`config.mk`:
```
export PLATFORM = sky130hd
export DESIGN_NAME = uart_rx_ovs_flat
export DESIGN_NICKNAME = d
export VERILOG_FILES = /design/src/rtl/uart_pkg.sv /design/src/rtl/uart_rx_ovs_if.sv /design/src/rtl/uart_rx_fifo.sv /design/src/rtl/uart_rx_ovs.sv /design/src/flat_wrapper.sv
export SDC_FILE = /design/constraint.sdc
export NUM_CORES = 1
export LEC_CHECK = 0
export ABC_AREA = 0
export CORE_MARGIN = 5
export CORE_UTILIZATION = 60
export CTS_BUF_LIST = sky130_fd_sc_hd__clkbuf_2 sky130_fd_sc_hd__clkbuf_4 sky130_fd_sc_hd__clkbuf_8
export CTS_CLUSTER_DIAMETER = 150
export CTS_CLUSTER_SIZE = 30
export DETAILED_ROUTE_END_ITERATION = 7
export GPL_ROUTABILITY_DRIVEN = 0
export GPL_TIMING_DRIVEN = 0
export HOLD_SLACK_MARGIN = 0.12
export PLACE_DENSITY = 0.79
export SLEW_MARGIN = 10
export SYNTH_ARGS = -nofsm -noshare
export SYNTH_HDL_FRONTEND = slang
export SYNTH_SLANG_ARGS = --single-unit
```
`constraint.sdc`:
```
create_clock -name clk -period 11.5 [get_ports clk]
set_input_delay 1.15 -clock clk [delete_from_list [all_inputs] [get_ports clk]]
set_output_delay 1.15 -clock clk [all_outputs]
set_load 0.01 [all_outputs]
```
`src/rtl/uart_pkg.sv`:
```
// uart_pkg: shared types and helpers for the oversampling UART receiver.
//   PAR_*       parity mode encodings (space/odd/even/mark)
//   state_t     receiver FSM states
//   cfg_t       frame format captured at start-bit entry
//   rx_entry_t  receive FIFO entry {brk, ferr, perr, data[7:0]}
//   maj3        3-sample majority vote
//   parity_err  parity check for the selected mode
package uart_pkg;
    localparam logic [1:0] PAR_SPACE = 2'b00;
    localparam logic [1:0] PAR_ODD   = 2'b01;
    localparam logic [1:0] PAR_EVEN  = 2'b10;
    localparam logic [1:0] PAR_MARK  = 2'b11;
    typedef enum logic [2:0] {
        ST_IDLE, ST_START, ST_DATA, ST_PARITY, ST_STOP1, ST_STOP2, ST_PUSH, ST_WAIT_HIGH
    } state_t;
    typedef struct packed {
        logic [1:0] data_bits;
        logic       parity_en;
        logic [1:0] parity_mode;
        logic       stop2;
    } cfg_t;
    typedef struct packed {
        logic       brk;
        logic       ferr;
        logic       perr;
        logic [7:0] data;
    } rx_entry_t;
    localparam rx_entry_t BRK_ENTRY = '{brk: 1'b1, ferr: 1'b1, perr: 1'b0, data: 8'h00};
    function automatic logic maj3(input logic [2:0] s);
        return (s[0] & s[1]) | (s[0] & s[2]) | (s[1] & s[2]);
    endfunction
    // acc is the xor of all received data bits, p the received parity bit
    function automatic logic parity_err(input logic [1:0] mode, input logic acc, input logic p);
        return mode == PAR_SPACE ? p : mode == PAR_MARK ? !p : mode == PAR_ODD ? !(acc ^ p) : acc ^ p;
    endfunction
endpackage

```
`src/rtl/uart_rx_ovs_if.sv`:
```
// uart_rx_ovs_if: receive FIFO read/status bus of the UART receiver.
//   rd_en, clr_ovf            host -> receiver (pop head, clear sticky overflow)
//   rd_data, rd_perr, rd_ferr,
//   rd_brk, empty, level,
//   overflow, timeout         receiver -> host (show-ahead head entry and status)
//   master: host side; slave: receiver side
interface uart_rx_ovs_if #(parameter int FIFO_DEPTH = 16);
    localparam int LVL_W = $clog2(FIFO_DEPTH) + 1;
    logic             rd_en;
    logic             clr_ovf;
    logic [7:0]       rd_data;
    logic             rd_perr;
    logic             rd_ferr;
    logic             rd_brk;
    logic             empty;
    logic [LVL_W-1:0] level;
    logic             overflow;
    logic             timeout;
    modport master (
        output rd_en, clr_ovf,
        input  rd_data, rd_perr, rd_ferr, rd_brk, empty, level, overflow, timeout
    );
    modport slave (
        input  rd_en, clr_ovf,
        output rd_data, rd_perr, rd_ferr, rd_brk, empty, level, overflow, timeout
    );
endinterface

```
`src/rtl/uart_rx_fifo.sv`:
```
// uart_rx_fifo: synchronous show-ahead FIFO.
//   wr_en_i/wr_data_i  push (accepted when not full, or when full with a pop in the same cycle)
//   rd_en_i            pop head (ignored while empty)
//   rd_data_o          head entry, zero while empty
//   empty_o/full_o     status; level_o occupancy 0..DEPTH
module uart_rx_fifo #(
    parameter int WIDTH = 11,
    parameter int DEPTH = 16,
    localparam int AW = $clog2(DEPTH),
    localparam int LW = AW + 1
) (
    input  logic             clk,
    input  logic             rst,
    input  logic             wr_en_i,
    input  logic [WIDTH-1:0] wr_data_i,
    input  logic             rd_en_i,
    output logic [WIDTH-1:0] rd_data_o,
    output logic             empty_o,
    output logic             full_o,
    output logic [LW-1:0]    level_o
);
    logic [WIDTH-1:0] mem_q [DEPTH];
    logic [AW-1:0]    wp_q, wp_d, rp_q, rp_d;
    logic [LW-1:0]    lvl_q, lvl_d;
    logic             wr, rd;
    assign rd        = rd_en_i && !empty_o;
    assign wr        = wr_en_i && (!full_o || rd);
    assign empty_o   = lvl_q == '0;
    assign full_o    = lvl_q == LW'(DEPTH);
    assign level_o   = lvl_q;
    assign rd_data_o = empty_o ? '0 : mem_q[rp_q];
    assign wp_d      = wp_q + AW'(wr);
    assign rp_d      = rp_q + AW'(rd);
    assign lvl_d     = lvl_q + LW'(wr) - LW'(rd);
    always_ff @(posedge clk) begin
        if (rst) begin
            wp_q  <= '0;
            rp_q  <= '0;
            lvl_q <= '0;
        end else begin
            wp_q  <= wp_d;
            rp_q  <= rp_d;
            lvl_q <= lvl_d;
        end
    end
    always_ff @(posedge clk) begin
        if (wr) mem_q[wp_q] <= wr_data_i;
    end
endmodule

```
`src/rtl/uart_rx_ovs.sv`:
```
// uart_rx_ovs: 16x oversampling UART receiver with majority vote, runtime frame format,
// per-character error flags and a receive FIFO.
//   clk, rst        clock, synchronous active-high reset
//   rx_i            asynchronous serial input, idle high
//   data_bits_i     data bits = data_bits_i + 5
//   parity_en_i     parity bit present; parity_mode_i selects space/odd/even/mark
//   stop2_i         two stop bits expected
//   divisor_i       oversample tick every divisor_i+1 clocks
//   bus             uart_rx_ovs_if slave: FIFO read port, level, sticky overflow, timeout
// Optional: define UART_RX_TIMEOUT_EN to build the receive timeout; otherwise timeout is 0.
module uart_rx_ovs
    import uart_pkg::*;
#(
    parameter int DIV_W       = 16,
    parameter int FIFO_DEPTH  = 16,
    parameter int SYNC_STAGES = 2
) (
    input  logic             clk,
    input  logic             rst,
    input  logic             rx_i,
    input  logic [1:0]       data_bits_i,
    input  logic             parity_en_i,
    input  logic [1:0]       parity_mode_i,
    input  logic             stop2_i,
    input  logic [DIV_W-1:0] divisor_i,
    uart_rx_ovs_if.slave     bus
);
    logic [SYNC_STAGES-1:0] sync_q;
    logic                   rxs;
    state_t                 st_q, st_d;
    cfg_t                   cfg_q, cfg_d;
    logic [DIV_W-1:0]       dl_q, dl_d, div_q, div_d;
    logic [3:0]             tcnt_q, tcnt_d;
    logic [2:0]             smp_q, smp_d, bcnt_q, bcnt_d;
    logic [7:0]             data_q, data_d;
    logic                   acc_q, acc_d, allz_q, allz_d, perr_q, perr_d, ferr_q, ferr_d, ovf_q, ovf_d;
    logic                   start, tick, bit_end, mid, bit_v, stop_v, push, full, pop;
    rx_entry_t              entry, head;
    assign rxs     = sync_q[SYNC_STAGES-1];
    assign start   = st_q == ST_IDLE && !rxs;
    // In IDLE the prescaler free-runs on the live divisor; inside a frame it uses the captured one
    assign tick    = div_q >= (st_q == ST_IDLE ? divisor_i : dl_q);
    assign bit_end = tick && tcnt_q == 4'd15;
    assign mid     = tick && tcnt_q == 4'd9;
    assign bit_v   = maj3(smp_q);
    // Stop bits are resolved at tick 9 using the live third sample, so the entry lands early
    assign stop_v  = maj3({smp_q[1:0], rxs});
    assign div_d   = start || tick ? '0 : div_q + DIV_W'(1);
    assign tcnt_d  = st_q == ST_IDLE ? '0 : tick ? tcnt_q + 4'd1 : tcnt_q;
    assign smp_d   = tick && tcnt_q >= 4'd7 && tcnt_q <= 4'd9 ? {smp_q[1:0], rxs} : smp_q;
    assign entry   = ferr_q && allz_q ? BRK_ENTRY : {1'b0, ferr_q, perr_q, data_q};
    assign pop     = bus.rd_en && !bus.empty;
    assign ovf_d   = push && full && !bus.rd_en ? 1'b1 : bus.clr_ovf ? 1'b0 : ovf_q;
    always_comb begin
        st_d   = st_q;
        cfg_d  = cfg_q;
        dl_d   = dl_q;
        bcnt_d = bcnt_q;
        data_d = data_q;
        acc_d  = acc_q;
        allz_d = allz_q;
        perr_d = perr_q;
        ferr_d = ferr_q;
        push   = 1'b0;
        case (st_q)
            ST_IDLE: if (start) begin
                st_d   = ST_START;
                cfg_d  = '{data_bits: data_bits_i, parity_en: parity_en_i,
                           parity_mode: parity_mode_i, stop2: stop2_i};
                dl_d   = divisor_i;
                bcnt_d = '0;
                data_d = '0;
                acc_d  = 1'b0;
                allz_d = 1'b1;
                perr_d = 1'b0;
                ferr_d = 1'b0;
            end
            ST_START: if (bit_end) st_d = bit_v ? ST_IDLE : ST_DATA;
            ST_DATA: if (bit_end) begin
                data_d[bcnt_q] = bit_v;
                acc_d          = acc_q ^ bit_v;
                allz_d         = allz_q & !bit_v;
                bcnt_d         = bcnt_q + 3'd1;
                st_d           = bcnt_q != 3'(cfg_q.data_bits) + 3'd4 ? ST_DATA :
                                 cfg_q.parity_en ? ST_PARITY : ST_STOP1;
            end
            ST_PARITY: if (bit_end) begin
                perr_d = parity_err(cfg_q.parity_mode, acc_q, bit_v);
                allz_d = allz_q & !bit_v;
                st_d   = ST_STOP1;
            end
            ST_STOP1: begin
                if (mid && !(cfg_q.stop2 && stop_v)) begin
                    ferr_d = !stop_v;
                    st_d   = ST_PUSH;
                end else if (bit_end) begin
                    st_d = ST_STOP2;
                end
            end
            ST_STOP2: if (mid) begin
                ferr_d = !stop_v;
                st_d   = ST_PUSH;
            end
            ST_PUSH: begin
                push = 1'b1;
                st_d = rxs ? ST_IDLE : ST_WAIT_HIGH;
            end
            ST_WAIT_HIGH: if (rxs) st_d = ST_IDLE;
            default: st_d = ST_IDLE;
        endcase
    end
    always_ff @(posedge clk) begin
        if (rst) begin
            sync_q <= '1;
            st_q   <= ST_IDLE;
            cfg_q  <= '0;
            dl_q   <= '0;
            div_q  <= '0;
            tcnt_q <= '0;
            smp_q  <= '0;
            bcnt_q <= '0;
            data_q <= '0;
            acc_q  <= 1'b0;
            allz_q <= 1'b1;
            perr_q <= 1'b0;
            ferr_q <= 1'b0;
            ovf_q  <= 1'b0;
        end else begin
            sync_q <= {sync_q[SYNC_STAGES-2:0], rx_i};
            st_q   <= st_d;
            cfg_q  <= cfg_d;
            dl_q   <= dl_d;
            div_q  <= div_d;
            tcnt_q <= tcnt_d;
            smp_q  <= smp_d;
            bcnt_q <= bcnt_d;
            data_q <= data_d;
            acc_q  <= acc_d;
            allz_q <= allz_d;
            perr_q <= perr_d;
            ferr_q <= ferr_d;
            ovf_q  <= ovf_d;
        end
    end
    uart_rx_fifo #(.WIDTH($bits(rx_entry_t)), .DEPTH(FIFO_DEPTH)) u_fifo (
        .clk       (clk),
        .rst       (rst),
        .wr_en_i   (push),
        .wr_data_i (entry),
        .rd_en_i   (bus.rd_en),
        .rd_data_o (head),
        .empty_o   (bus.empty),
        .full_o    (full),
        .level_o   (bus.level)
    );
    assign bus.rd_data  = head.data;
    assign bus.rd_perr  = head.perr;
    assign bus.rd_ferr  = head.ferr;
    assign bus.rd_brk   = head.brk;
    assign bus.overflow = ovf_q;
`ifdef UART_RX_TIMEOUT_EN
    // Four character times = frame bits * 64 oversample ticks, frame format of the last character
    logic [9:0] to_cnt_q, to_cnt_d, to_thr;
    logic       to_q, to_d;
    assign to_thr   = {4'd7 + 4'(cfg_q.data_bits) + 4'(cfg_q.parity_en) + 4'(cfg_q.stop2), 6'd0};
    assign to_cnt_d = st_q != ST_IDLE || bus.empty || pop ? '0 :
                      tick && to_cnt_q != to_thr ? to_cnt_q + 10'd1 : to_cnt_q;
    assign to_d     = pop || start ? 1'b0 : to_cnt_q == to_thr ? 1'b1 : to_q;
    always_ff @(posedge clk) begin
        if (rst) begin
            to_cnt_q <= '0;
            to_q     <= 1'b0;
        end else begin
            to_cnt_q <= to_cnt_d;
            to_q     <= to_d;
        end
    end
    assign bus.timeout = to_q;
`else
    assign bus.timeout = 1'b0;
`endif
endmodule

```
`src/flat_wrapper.sv`:
```
// flat-port wrapper written by rule: the top's interface ports become plain ports
module uart_rx_ovs_flat import uart_pkg::*;
#(
    parameter int DIV_W       = 16,
    parameter int FIFO_DEPTH  = 16,
    parameter int SYNC_STAGES = 2
)
  (clk, rst, rx_i, data_bits_i, parity_en_i, parity_mode_i, stop2_i, divisor_i, bus_rd_en, bus_clr_ovf, bus_rd_data, bus_rd_perr, bus_rd_ferr, bus_rd_brk, bus_empty, bus_level, bus_overflow, bus_timeout);
  uart_rx_ovs_if #(.FIFO_DEPTH(FIFO_DEPTH)) bus_i ();
  input  logic clk;
  input  logic rst;
  input  logic rx_i;
  input  logic [1:0] data_bits_i;
  input  logic parity_en_i;
  input  logic [1:0] parity_mode_i;
  input  logic stop2_i;
  input  logic [DIV_W-1:0] divisor_i;
  input wire logic [$bits(bus_i.rd_en)-1:0] bus_rd_en;
  input wire logic [$bits(bus_i.clr_ovf)-1:0] bus_clr_ovf;
  output wire logic [$bits(bus_i.rd_data)-1:0] bus_rd_data;
  output wire logic [$bits(bus_i.rd_perr)-1:0] bus_rd_perr;
  output wire logic [$bits(bus_i.rd_ferr)-1:0] bus_rd_ferr;
  output wire logic [$bits(bus_i.rd_brk)-1:0] bus_rd_brk;
  output wire logic [$bits(bus_i.empty)-1:0] bus_empty;
  output wire logic [$bits(bus_i.level)-1:0] bus_level;
  output wire logic [$bits(bus_i.overflow)-1:0] bus_overflow;
  output wire logic [$bits(bus_i.timeout)-1:0] bus_timeout;
  assign bus_i.rd_en = bus_rd_en;
  assign bus_i.clr_ovf = bus_clr_ovf;
  assign bus_rd_data = bus_i.rd_data;
  assign bus_rd_perr = bus_i.rd_perr;
  assign bus_rd_ferr = bus_i.rd_ferr;
  assign bus_rd_brk = bus_i.rd_brk;
  assign bus_empty = bus_i.empty;
  assign bus_level = bus_i.level;
  assign bus_overflow = bus_i.overflow;
  assign bus_timeout = bus_i.timeout;
  uart_rx_ovs #(.DIV_W(DIV_W), .FIFO_DEPTH(FIFO_DEPTH), .SYNC_STAGES(SYNC_STAGES)) u_core (.clk(clk), .rst(rst), .rx_i(rx_i), .data_bits_i(data_bits_i), .parity_en_i(parity_en_i), .parity_mode_i(parity_mode_i), .stop2_i(stop2_i), .divisor_i(divisor_i), .bus(bus_i));
endmodule
```
Word level (Yosys, flattened, before mapping)
Memories as Yosys holds them, arrays and structs flattened. A register that Yosys moved wholly into a read port is not among the register bits.
Cells that the tools add are included.
- bits in registers: 79
- RAM bits: 176
- input port bits: 27
- output and inout bits: 19
- logic and storage cells: 152
- memories: 1
- add/sub/neg operators: 8
- $lt $le $gt $ge: 5
- eq/ne operators: 22
- mux-type cells: 45
- bitwise operators: 11
- reductions and logical operators: 40
- memories (memory ; depth ; width ; rd ports ; clocked after memory_dff ; write ports ; RTL line ; source):
    u_core.u_fifo.mem_q ; 16 ; 11 ; 1 ; 1 ; 1 ; uart_rx_fifo.sv:22 ; logic [WIDTH-1:0] mem_q [DEPTH];
- operators by type and width (cell ; number):
    $mux W3 ; 13
    $pmux W3 S8 ; 1
    $mux W11 ; 2
    $add A16 B1 Y16 const B ; 1
    $ge A16 B16 Y1 ; 1
    $mux W1 ; 16
    $mux W16 ; 1
    $mux W8 ; 2
    $ne A2 B1 Y1 const B ; 8
    $pmux W8 S2 ; 1
    $logic_and A1 B1 Y1 ; 13
    $eq A3 B3 Y1 const B ; 4
    $reduce_and A3 Y1 ; 3
    $add A4 B1 Y4 ; 2
    $bwmux W8 ; 1
    $eq A4 B4 Y1 const B ; 2
    $logic_not A1 Y1 ; 8
    $reduce_bool A2 Y1 ; 4
    $reduce_and A7 Y1 ; 1
    $and A1 B1 Y1 ; 6
    $eq A3 B2 Y1 const B ; 2
    $pmux W1 S2 ; 3
    $pmux W3 S2 ; 1
    $reduce_or A2 Y1 ; 3
    other kinds (28) ; 32

Depth between registers and ports, before layout
Gate-level depths: netlist of the first run.
- depth after elaboration: 10
- mapped depth: 16
- depth with buffers taken out: 15

Hierarchy
Synthesis of the first run repeated with hierarchy kept, for this count alone.
- cells, all modules: 804
- area, all modules: 11079.4 um^2
- by module, submodules not included (module ; instances ; cells an instance ; area an instance (um^2) ; sequential area each (um^2)):
    uart_rx_fifo ; 1 ; 365 ; 7500.9 ; 5545.3
    uart_rx_ovs ; 1 ; 439 ; 3578.4 ; 1321.3

Least setup slack after synthesis of the first run
No wires, ideal clock.
- path kind: register -> register
- from: register u_core.st_q[2]
- to: register u_core.st_q[2]
- library setup time: 0.132 ns
- arrival time: 3.615 ns
- data required time: 11.368 ns
- slack: 7.752 ns
- cell stages (with the launch flop): 13
- buffers on the path: 2
- period minus slack after synthesis: 3.748 ns
- path through: dfxtp_1 -> buf_2 -> nor3_1 -> clkbuf_1 -> mux2_2 -> ha_1 -> nand2b_4 -> a2111o_1 -> a311oi_4 -> a21oi_2 -> or3_2 -> o2111ai_1 -> a21oi_1
- word-level cells in the longest chain between the ends: 7
- elaborated cells on any way between the ends: 24
- those cells by class: 1 x order compare; 14 x eq/ne; 3 x mux; 6 x reduce/logical
- ends and longest elaborated chain (what ; RTL line ; source):
    start, declared ; uart_rx_ovs.sv:30 ; state_t st_q, st_d;
    start signal, assigned ; uart_rx_ovs.sv:130 ; st_q <= st_d;
    $logic_not A3 Y1 ; uart_rx_ovs.sv:40, uart_rx_ovs.sv:42, uart_rx_ovs.sv:65 ;
    $mux W16 ; uart_rx_ovs.sv:42 ; assign tick = div_q >= (st_q == ST_IDLE ? divisor_i : dl_q);
    $ge A16 B16 Y1 ; uart_rx_ovs.sv:42 ;
    $logic_and A1 B1 Y1 ; uart_rx_ovs.sv:44 ; assign mid = tick && tcnt_q == 4'd9;
    $logic_and A1 B1 Y1 ; uart_rx_ovs.sv:93 ; if (mid && !(cfg_q.stop2 && stop_v)) begin
    $ne A3 B1 Y1 (no line) or $mux W3 (tied branches) ; n/a ;
    $reduce_and A7 Y1 (no line) or $pmux W3 S8 (tied branches) ; n/a ;
Parallel ways exist; a longest one is shown, timed or not.
A chain may end at the register's enable or synchronous reset.

==> results of run 1 <==
## power groups by stage
stage	combinational (uW)	clock, uW	sequential (uW)
after floorplan	315	0	1020
after global placement	450	0	1020
after detailed placement	468	0	1020
after CTS	469	397	1000
after global routing	506	432	1010
final	464	388	1000
## cell usage in the layout, fill, tap and decap left out, types with 3 or more instances in the layout
master	n
a21oi_1	41
and3_1	3
buf_6	3
and2_1	9
clkbuf_8	13
mux2i_1	21
clkdlybuf4s50_1	44
dfxtp_1	79
a32o_1	6
buf_2	5
xor2_1	16
or3_1	4
ha_1	31
nor3_1	11
nand4_1	6
mux4_2	55
inv_1	19
nor3_2	5
clkbuf_1	27
nor2b_1	20
nand2_1	71
o21ai_0	8
nand3_1	20
nand3b_1	3
edfxtp_1	176
nor2_1	67
xnor2_1	12
buf_1	4
nand2b_1	5
clkbuf_4	6
## registers in the layout, summed over array words and instances, names as in the netlist
name and flops:
u_core.acc_q 1, u_core.st_q 3, u_core.cfg_q 6, u_core.sync_q 2, u_core.u_fifo.level_o 5, u_core.smp_q 3
u_core.u_fifo.mem_q 176, u_core.u_fifo.wp_q 4, u_core.allz_q 1, u_core.ferr_q 1, u_core.perr_q 1, u_core.data_q 8
u_core.dl_q 16, u_core.div_q 16, u_core.tcnt_q 4, u_core.u_fifo.rp_q 4, u_core.bcnt_q 3, u_core.bus.overflow 1
## through the flow
step | util (%) | power (uW) | hold WS (ns) | instances | setup slack, ns
final | 66.8 | 1850 | 0.433 | 1070 | 6.70
after global routing | 66.8 | 1940 | 0.464 | 1070 | 6.52
after CTS | 66.8 | 1870 | 0.435 | 1070 | 6.69
after detailed placement | 65.4 | 1490 | 0.395 | 1050 | 7.26
after global placement | 65.1 | 1470 | 0.392 | 1046 | 7.25
after floorplan | - | 1340 | 0.389 | 773 | 7.75
## routing by layer
layer  vias to the layer above  wire length (um)  GRT usage, %
li1                       2999                 -             -
met1                      3258              9220          28.7
met2                       229             11500          37.4
met3                        35              1260          2.49
met4                         0               396          4.20
met5                         -                 0             0
## critical path: cells and delay by family (launching register included)
family	cells	cell delay (ns)
buf+inv	3	1.75
mux	2	0.86
flops	1	0.37
simple gates	1	0.16
## final cells by class
type	count	area, um2	share of cell area [%]
clock inverters	1	16.3	0.136
well taps	229	287	2.39
repair buffers	48	482	4.01
flip-flops and latches	255	6870	57.2
plain buffers	38	154	1.28
multi-input cells	460	3890	32.5
clock buffers	19	224	1.87
inverters	20	75.1	0.626
## worst min path at each step
stage	from	slack, ns	end
floorplan	u_core.sync_q[0]	0.39	u_core.sync_q[1]
global placement	u_core.sync_q[0]	0.39	u_core.sync_q[1]
detailed placement	u_core.sync_q[0]	0.40	u_core.sync_q[1]
CTS	u_core.sync_q[0]	0.44	u_core.sync_q[1]
global route	u_core.sync_q[0]	0.46	u_core.sync_q[1]
finish	u_core.sync_q[0]	0.43	u_core.sync_q[1]
## cell families after synthesis
| group | share of synthesized area, % |
|---|---|
| simple gates | 10.5 |
| mux | 13.3 |
| fa+ha+maj | 3.90 |
| compound gates | 5.29 |
| other cells | 0.0342 |
| flops | 62.6 |
| xor+xnor | 2.24 |
| buf+inv | 2.09 |
==> flow_summary.toml, run 1 <==
[run_status]
status = "finished, final reports clean"

[finish]
area_growth_pct = 9.40
stdcell_area_mm2 = 0.0120
nFillCells = 1195
diodes = 0
drive_above_1_share_pct = 13.2
nNetsFinal = 894

[route]
num_vias = 6521
wl_per_cell_um = 20.9
viasPerCell = 6.09
ant_nets = 0
wl_um = 22400
drtPass1Iterations = 5
drc_errors = 0
drt_iter0_drc = 675

[synth]
yosysMostFrequentCell = "edfxtp_1"
synth_top_area_share_pct = 48.2
yosys-top-cells-area = "edfxtp_1 (48%), dfxtp_1 (14%), mux4_2 (11%)"
post_synth.cell_area_avg_um2 = 14.2
synth_flop_cell = "edfxtp_1"
ys_seq_area_share_pct = 62.6
yosys.area.top_type = "edfxtp_1"
synth_common_cells = "edfxtp_1 (176), dfxtp_1 (79), nand2_1 (71), nor2_1 (68), mux4_2 (55)"
synthDistinctLibCells = 63
synthesis.nets = 832
synth_area_mm2 = 0.0110
synthArstFlopShare_pct = 0
synth-edff-count = 176
ys_ff_latch = 255
synthCells = 773
yosysWarningCount = 0

[timing]
fin_crit_ns = 4.80
grt_setup_unrepaired = "false"
fin_worst_skew_ns = 0.0281
max_freq_mhz = 208
post-route-period-util_pct = 41.7
worst_pin_slew_ns = 1.29
slew_viol_final = 0
slew_headroom_pct = 14.0
fin_setup_tns_ns = 0
hold_violations = 0
finalSetupViolCount = 0

[worst_hold_path]
hold_class = "flip-flop to flip-flop"
whs_path_depth = 1

[clock_tree]
cts_tree = "built"
path_clk_slew_ns = 0.17
clk_latency_ns = 0.52
cts-resized-gates = 0
hold_buffers = 0
cts_buffers = 12
postCtsSetupRepairBufs = 0
clock_path_buffers = 3
cts-root-buf = "clkbuf_8"
cts_sinks = 255
h-tree-depth = 1

[floorplan]
initial_core_util_pct = 61.1
die_area_mm2 = 0.0211
rows = 49
fp.dieW_um = 145
design.core.area_mm2 = 0.0180
boundaryPins = 46
die_h_um = 145

[power_and_ir_drop]
clkPwrFrac_pct = 20.9
combPwrFrac_pct = 25.0
peakVddDrop_mv = 0.0942
seqPwrFrac_pct = 54.0
p_switching_uw = 511
power_density_mw_per_mm2 = 155
sw_frac_of_total_pct = 27.5
p_int_uw = 1340
p_leak_uw = 0.00435

[worst_setup_path]
critPathMaxStageDelay_ns = 0.69
worst-r2r-cell-count = 12
cp-end-kind = "output port"
rr_endpoint = "u_core.st_q[2]"
startpoint = "u_core.u_fifo.rp_q[1]"
path_class = "flip-flop to output port"
reg2reg_slack_ns = 7.21
rr_startpoint = "u_core.st_q[2]"
cp_slowest_cell = "clkbuf_1"
cp_cell_sequence = "clkbuf_1 -> clkbuf_1 -> mux4_2 -> mux4_2 -> nor2b_1 -> clkdlybuf4s50_1"
endpoint = "bus_rd_data[1]"
start_kind = "flip-flop"
arrival_ns = 3.65
crit_fanout = 10
crit_required_ns = 10.35

[grt]
track_usage_pct = 21.1
antenna_found_initial = 0
grt_pass1_wl_um = 35800
grt_pass1_vias = 6448
grt_overflow = 0
grt_max_degree = 32

[place]
postPlaceCellArea_mm2 = 0.0118
io_buffers = 44
hpwlAfterDp_um = 15900

[flow_run]
cap_violations = 0
Note: power is estimated with default switching activity, not from simulation.
==> run 2, diff against run 1 <==
- clock period: 11.5 -> 4.9 ns (I/O delays scaled with it)
==> results of run 2 <==
The final DEF is identical to that of run 1. Status: finished, final reports clean.
Among the figures that moved: setup slack after placement 7.26 ns -> 0.657 ns; setup slack after layout 6.70 ns -> 0.614 ns; start point of the critical path u_core.u_fifo.rp_q[1] -> u_core.st_q[2]; end point of the critical path bus_rd_data[1] -> u_core.st_q[2]; register-to-register setup slack 7.21 ns -> 0.61 ns; total power 1850 uW -> 4350 uW; worst IR drop on VDD 0.0942 mV -> 0.221 mV
==> RTL edit 1: new RTL, config.mk and constraints of run 2 <==
Take the reset off `rp_q` and load it in a clocked block of its own.
--- a/src/rtl/uart_rx_fifo.sv
+++ b/src/rtl/uart_rx_fifo.sv
@@ -36,11 +36,13 @@
         if (rst) begin
             wp_q  <= '0;
-            rp_q  <= '0;
             lvl_q <= '0;
         end else begin
             wp_q  <= wp_d;
-            rp_q  <= rp_d;
             lvl_q <= lvl_d;
         end
+    end
+
+    always_ff @(posedge clk) begin
+        rp_q <= rp_d;
     end
     always_ff @(posedge clk) begin
Check against the original RTL: same outputs for any inputs over 10 cycles, from zero or initial values and one cycle with rst high; that may be too few to reach the edited logic, so the function may still have changed.
==> RTL edit 1 against run 2 <==
First-iteration DRC count down 21%; sequential cell count stayed put; count of clock-buffer cells in the layout is the same; design area decreased by 0.33%; area after synthesis decreased by 0.27%; routed wire length is 2.5% higher; worst setup slack worse by 0.053 ns; critical path type unchanged; power increased by 17%; largest cell class unchanged.
==> RTL edit 1: results (changes against run 2) <==
worst slack on hold paths=0.425 ns (was 0.433 ns); top post-synthesis cells by count=176 x edfxtp_1, 88 x nand2_1, 79 x dfxtp_1 (was 176 x edfxtp_1, 79 x dfxtp_1, 71 x nand2_1); synth unique cells=59 (was 63); sequential area share after synthesis=0.628 (was 0.626); Int Power=3.45 mW (was 3.15 mW); clock skew=0.0328 ns (was 0.0281 ns); vias in the first global route=6638 (was 6448); status=finished, final reports clean (unchanged); worst reg-to-reg path cell count=14 (was 12); DP Area=11700 sq um (was 11800 sq um); first-pass GRT wire length=36.0 mm (was 35.8 mm); port bufs=43 (was 44); worst flop-to-flop path endpoint=u_core.data_q[3] (was u_core.st_q[2]); hold_sp=rst (was u_core.sync_q[0]); Max VDD drop=310 uV (was 221 uV); gr usage total=0.213 (was 0.211); Max stage delay cell, worst path=or4b_1 (was clkbuf_1); final WL=23.0 mm (was 22.4 mm); via count=6837 (was 6521); post-DP HPWL=16.2 mm (was 15.9 mm); Worst R2R Setup Slack=0.56 ns (was 0.61 ns); Post-Place Cells=1106 (was 1050); Slew headroom=0.195 (was 0.140); syn_nets=889 (was 832); Hold EP=u_core.st_q[0] (was u_core.sync_q[1]); CP peak stage delay=0.51 ns (was 0.60 ns); Crit path max-delay family=simple AND/OR/NAND/NOR gates (was compound AO/OA/AOI/OAI gates); FILL cells=1312 (was 1195); FMAX=0.230 GHz (was 0.233 GHz); 1st-iter DRT viols=531 (was 675); worst hold path depth=3 (was 1)
RTL edit 1: logic make-up (layout without fill, tap and decap cells):
family	after synthesis	in the layout	synth area share
adder cells (fa/ha/maj)	33	33	0.0382
AND/OR/NAND/NOR	227	227	0.0983
flip-flops	255	255	0.628
other	1	1	0.000343
buffers and inverters	66	133	0.0244
XOR/XNOR	25	25	0.0200
AO/OA/AOI/OAI	133	133	0.0833
multiplexers	90	90	0.108
RTL edit 1: metal layers:
layer  GRT usage  routed length (um)
met5           0                   0
met4      0.0617                 626
met3      0.0293                1520
met2       0.342               11000
met1       0.307                9810
RTL edit 1: power by group through the flow:
stage	Sequential (mW)	Combinational, mW	Clock, mW
CTS	2.37	1.82	0.925
detailed placement	2.42	1.81	0
finish	2.38	1.81	0.902
global route	2.39	1.96	1.00
floorplan	2.42	1.17	0
global placement	2.42	1.77	0
RTL edit 1: area by class of cell:
cell class / count / area, sq um / area share
flip-flops and latches: 255 / 6870 / 0.574
clock inverters: 1 / 16.3 / 0.00136
well taps: 229 / 287 / 0.0240
plain buffers: 48 / 201 / 0.0168
inverters: 18 / 67.6 / 0.00565
clock buffers: 19 / 224 / 0.0187
repair buffers: 47 / 460 / 0.0385
multi-input cells: 509 / 3840 / 0.321
RTL edit 1: how the worst max path moves through the flow:
stage / end / from / depth (start not counted)
after floorplan: u_core.data_q[0] / u_core.st_q[2] / 14
after global placement: u_core.data_q[1] / u_core.st_q[2] / 14
after detailed placement: u_core.data_q[3] / u_core.st_q[2] / 14
after CTS: u_core.data_q[3] / u_core.st_q[2] / 14
after global routing: u_core.data_q[3] / u_core.st_q[2] / 14
final: u_core.data_q[3] / u_core.st_q[2] / 14
RTL edit 1: what timing repair did:
item | CTS | global route
hold buffers | 0 | 0
resized for setup | 0 | 5
endpoints found under the setup margin | 0 | 14
==> RTL edit 2: new RTL, flow settings as in run 2 <==
Without the edit above. The option `UART_RX_TIMEOUT_EN` is turned on by a define.
--- a/src/rtl/uart_rx_ovs.sv
+++ b/src/rtl/uart_rx_ovs.sv
@@ -9,4 +9,6 @@
 //   bus             uart_rx_ovs_if slave: FIFO read port, level, sticky overflow, timeout
 // Optional: define UART_RX_TIMEOUT_EN to build the receive timeout; otherwise timeout is 0.
+`define UART_RX_TIMEOUT_EN
+
 module uart_rx_ovs
     import uart_pkg::*;
Check against the original RTL: no difference found for any inputs over 10 cycles, from zero or initial values and one cycle with rst high; that may be too few to reach the edited logic, so the function may still have changed.
==> RTL edit 2 against run 2 <==
Global-route usage up 1.3 points; worst setup slack better by 0.046 ns; first-iteration DRC count down 21%; area after synthesis up 7.4%; critical path depth down 6; routed wire length up 9.8%; count of clock-buffer cells in the layout unchanged; power up 2.2%; sequential cell count up 11; combinational power down 5%; design area up 7.4%.
==> RTL edit 2: results (changes against run 2) <==
via/cell ratio=5.96 (was 6.09); worst skew pair latency=0.54 ns (was 0.52 ns); final net count=1005 (was 894); layout cells sized above 1=0.117 (was 0.132); first-pass GRT wire length=39.2 mm (was 35.8 mm); post-DP HPWL=17.4 mm (was 15.9 mm); WL met3=1.27 mm (was 1.26 mm); cells taking the most area after synthesis=edfxtp_1 45%, dfxtp_1 15%, mux4_2 11% (was edfxtp_1 48%, dfxtp_1 14%, mux4_2 11%); M1 wire length=10.2 mm (was 9.22 mm); initial antenna violation count=0 (unchanged); Syn Inst Count=876 (was 773); port bufs=45 (was 44); WL/cell=20.3 um (was 20.9 um); Post-Place Cells=1190 (was 1050); Worst Tran Pin Value=1.24 ns (was 1.29 ns); sequential area share after synthesis=0.601 (was 0.626); final WL=24.6 mm (was 22.4 mm); Worst R2R Setup Slack=0.76 ns (was 0.61 ns); clock skew=0.0419 ns (was 0.0281 ns); worst flop-to-flop path endpoint=u_core.smp_q[0] (was u_core.st_q[2]); Lkg Pwr=4.45 nW (was 4.35 nW); worst reg-to-reg path cell count=11 (was 12); Worst Setup SP=u_core.u_fifo.rp_q[1] (was u_core.st_q[2]); FILL cells=1457 (was 1195); Setup WS pre-CTS=0.772 ns (was 0.657 ns); Detail Route met2 WL=12.7 mm (was 11.5 mm); status=finished, final reports clean (unchanged); syn_nets=942 (was 832); top post-synthesis cells by count=176 x edfxtp_1, 90 x dfxtp_1, 85 x nand2_1 (was 176 x edfxtp_1, 79 x dfxtp_1, 71 x nand2_1); P&R area growth vs syn=9.36% (was 9.40%); CP peak stage delay=0.70 ns (was 0.60 ns); DP Area=12600 sq um (was 11800 sq um)
[RTL edit 2: cell count changes after synthesis, moves of 6 or more]
cell and delta:
inv_1 +9, xnor2_1 +15, nand2_1 +14, a21oi_1 +9
dfxtp_1 +11, ha_1 +6
[RTL edit 2: layout make-up]
cell class                 count  area share
multi-input combinational    538       0.345
antenna                        1    0.000194
tap                          265      0.0257
buffer                        44      0.0138
timing repair buffer          49      0.0379
clock inverter                 1     0.00233
inverter                      28     0.00815
sequential                   266       0.550
clock buffer                  19      0.0174
[RTL edit 2: kinds of logic after synthesis]
group                    count (synthesis)  share of synthesized area
AND/OR/NAND/NOR                        273                      0.113
buffers and inverters                   72                     0.0240
multiplexers                            79                      0.125
adder cells (fa/ha/maj)                 41                     0.0444
AO/OA/AOI/OAI                          107                     0.0634
XOR/XNOR                                38                     0.0282
flip-flops                             266                      0.601
[RTL edit 2: worst max-delay path by stage]
stage                     slack (ns)              end
final                           0.66       bus_rd_brk
after CTS                       0.63       bus_rd_brk
after global routing            0.54       bus_rd_brk
after floorplan                 1.80   u_core.st_q[0]
after detailed placement        0.77  u_core.smp_q[0]
after global placement          0.85  u_core.smp_q[0]
[RTL edit 2: per-layer routing]
layer	up-vias	GRT usage
met5	-	0
met4	0	0.0398
met3	23	0.0310
met2	225	0.399
met1	3603	0.302
li1	3369	-
[RTL edit 2: power by group]
part,internal (mW),switching (mW)
clock,0.348,0.628
sequential,2.40,0.0348
combinational,0.529,0.509
total,3.28,1.17
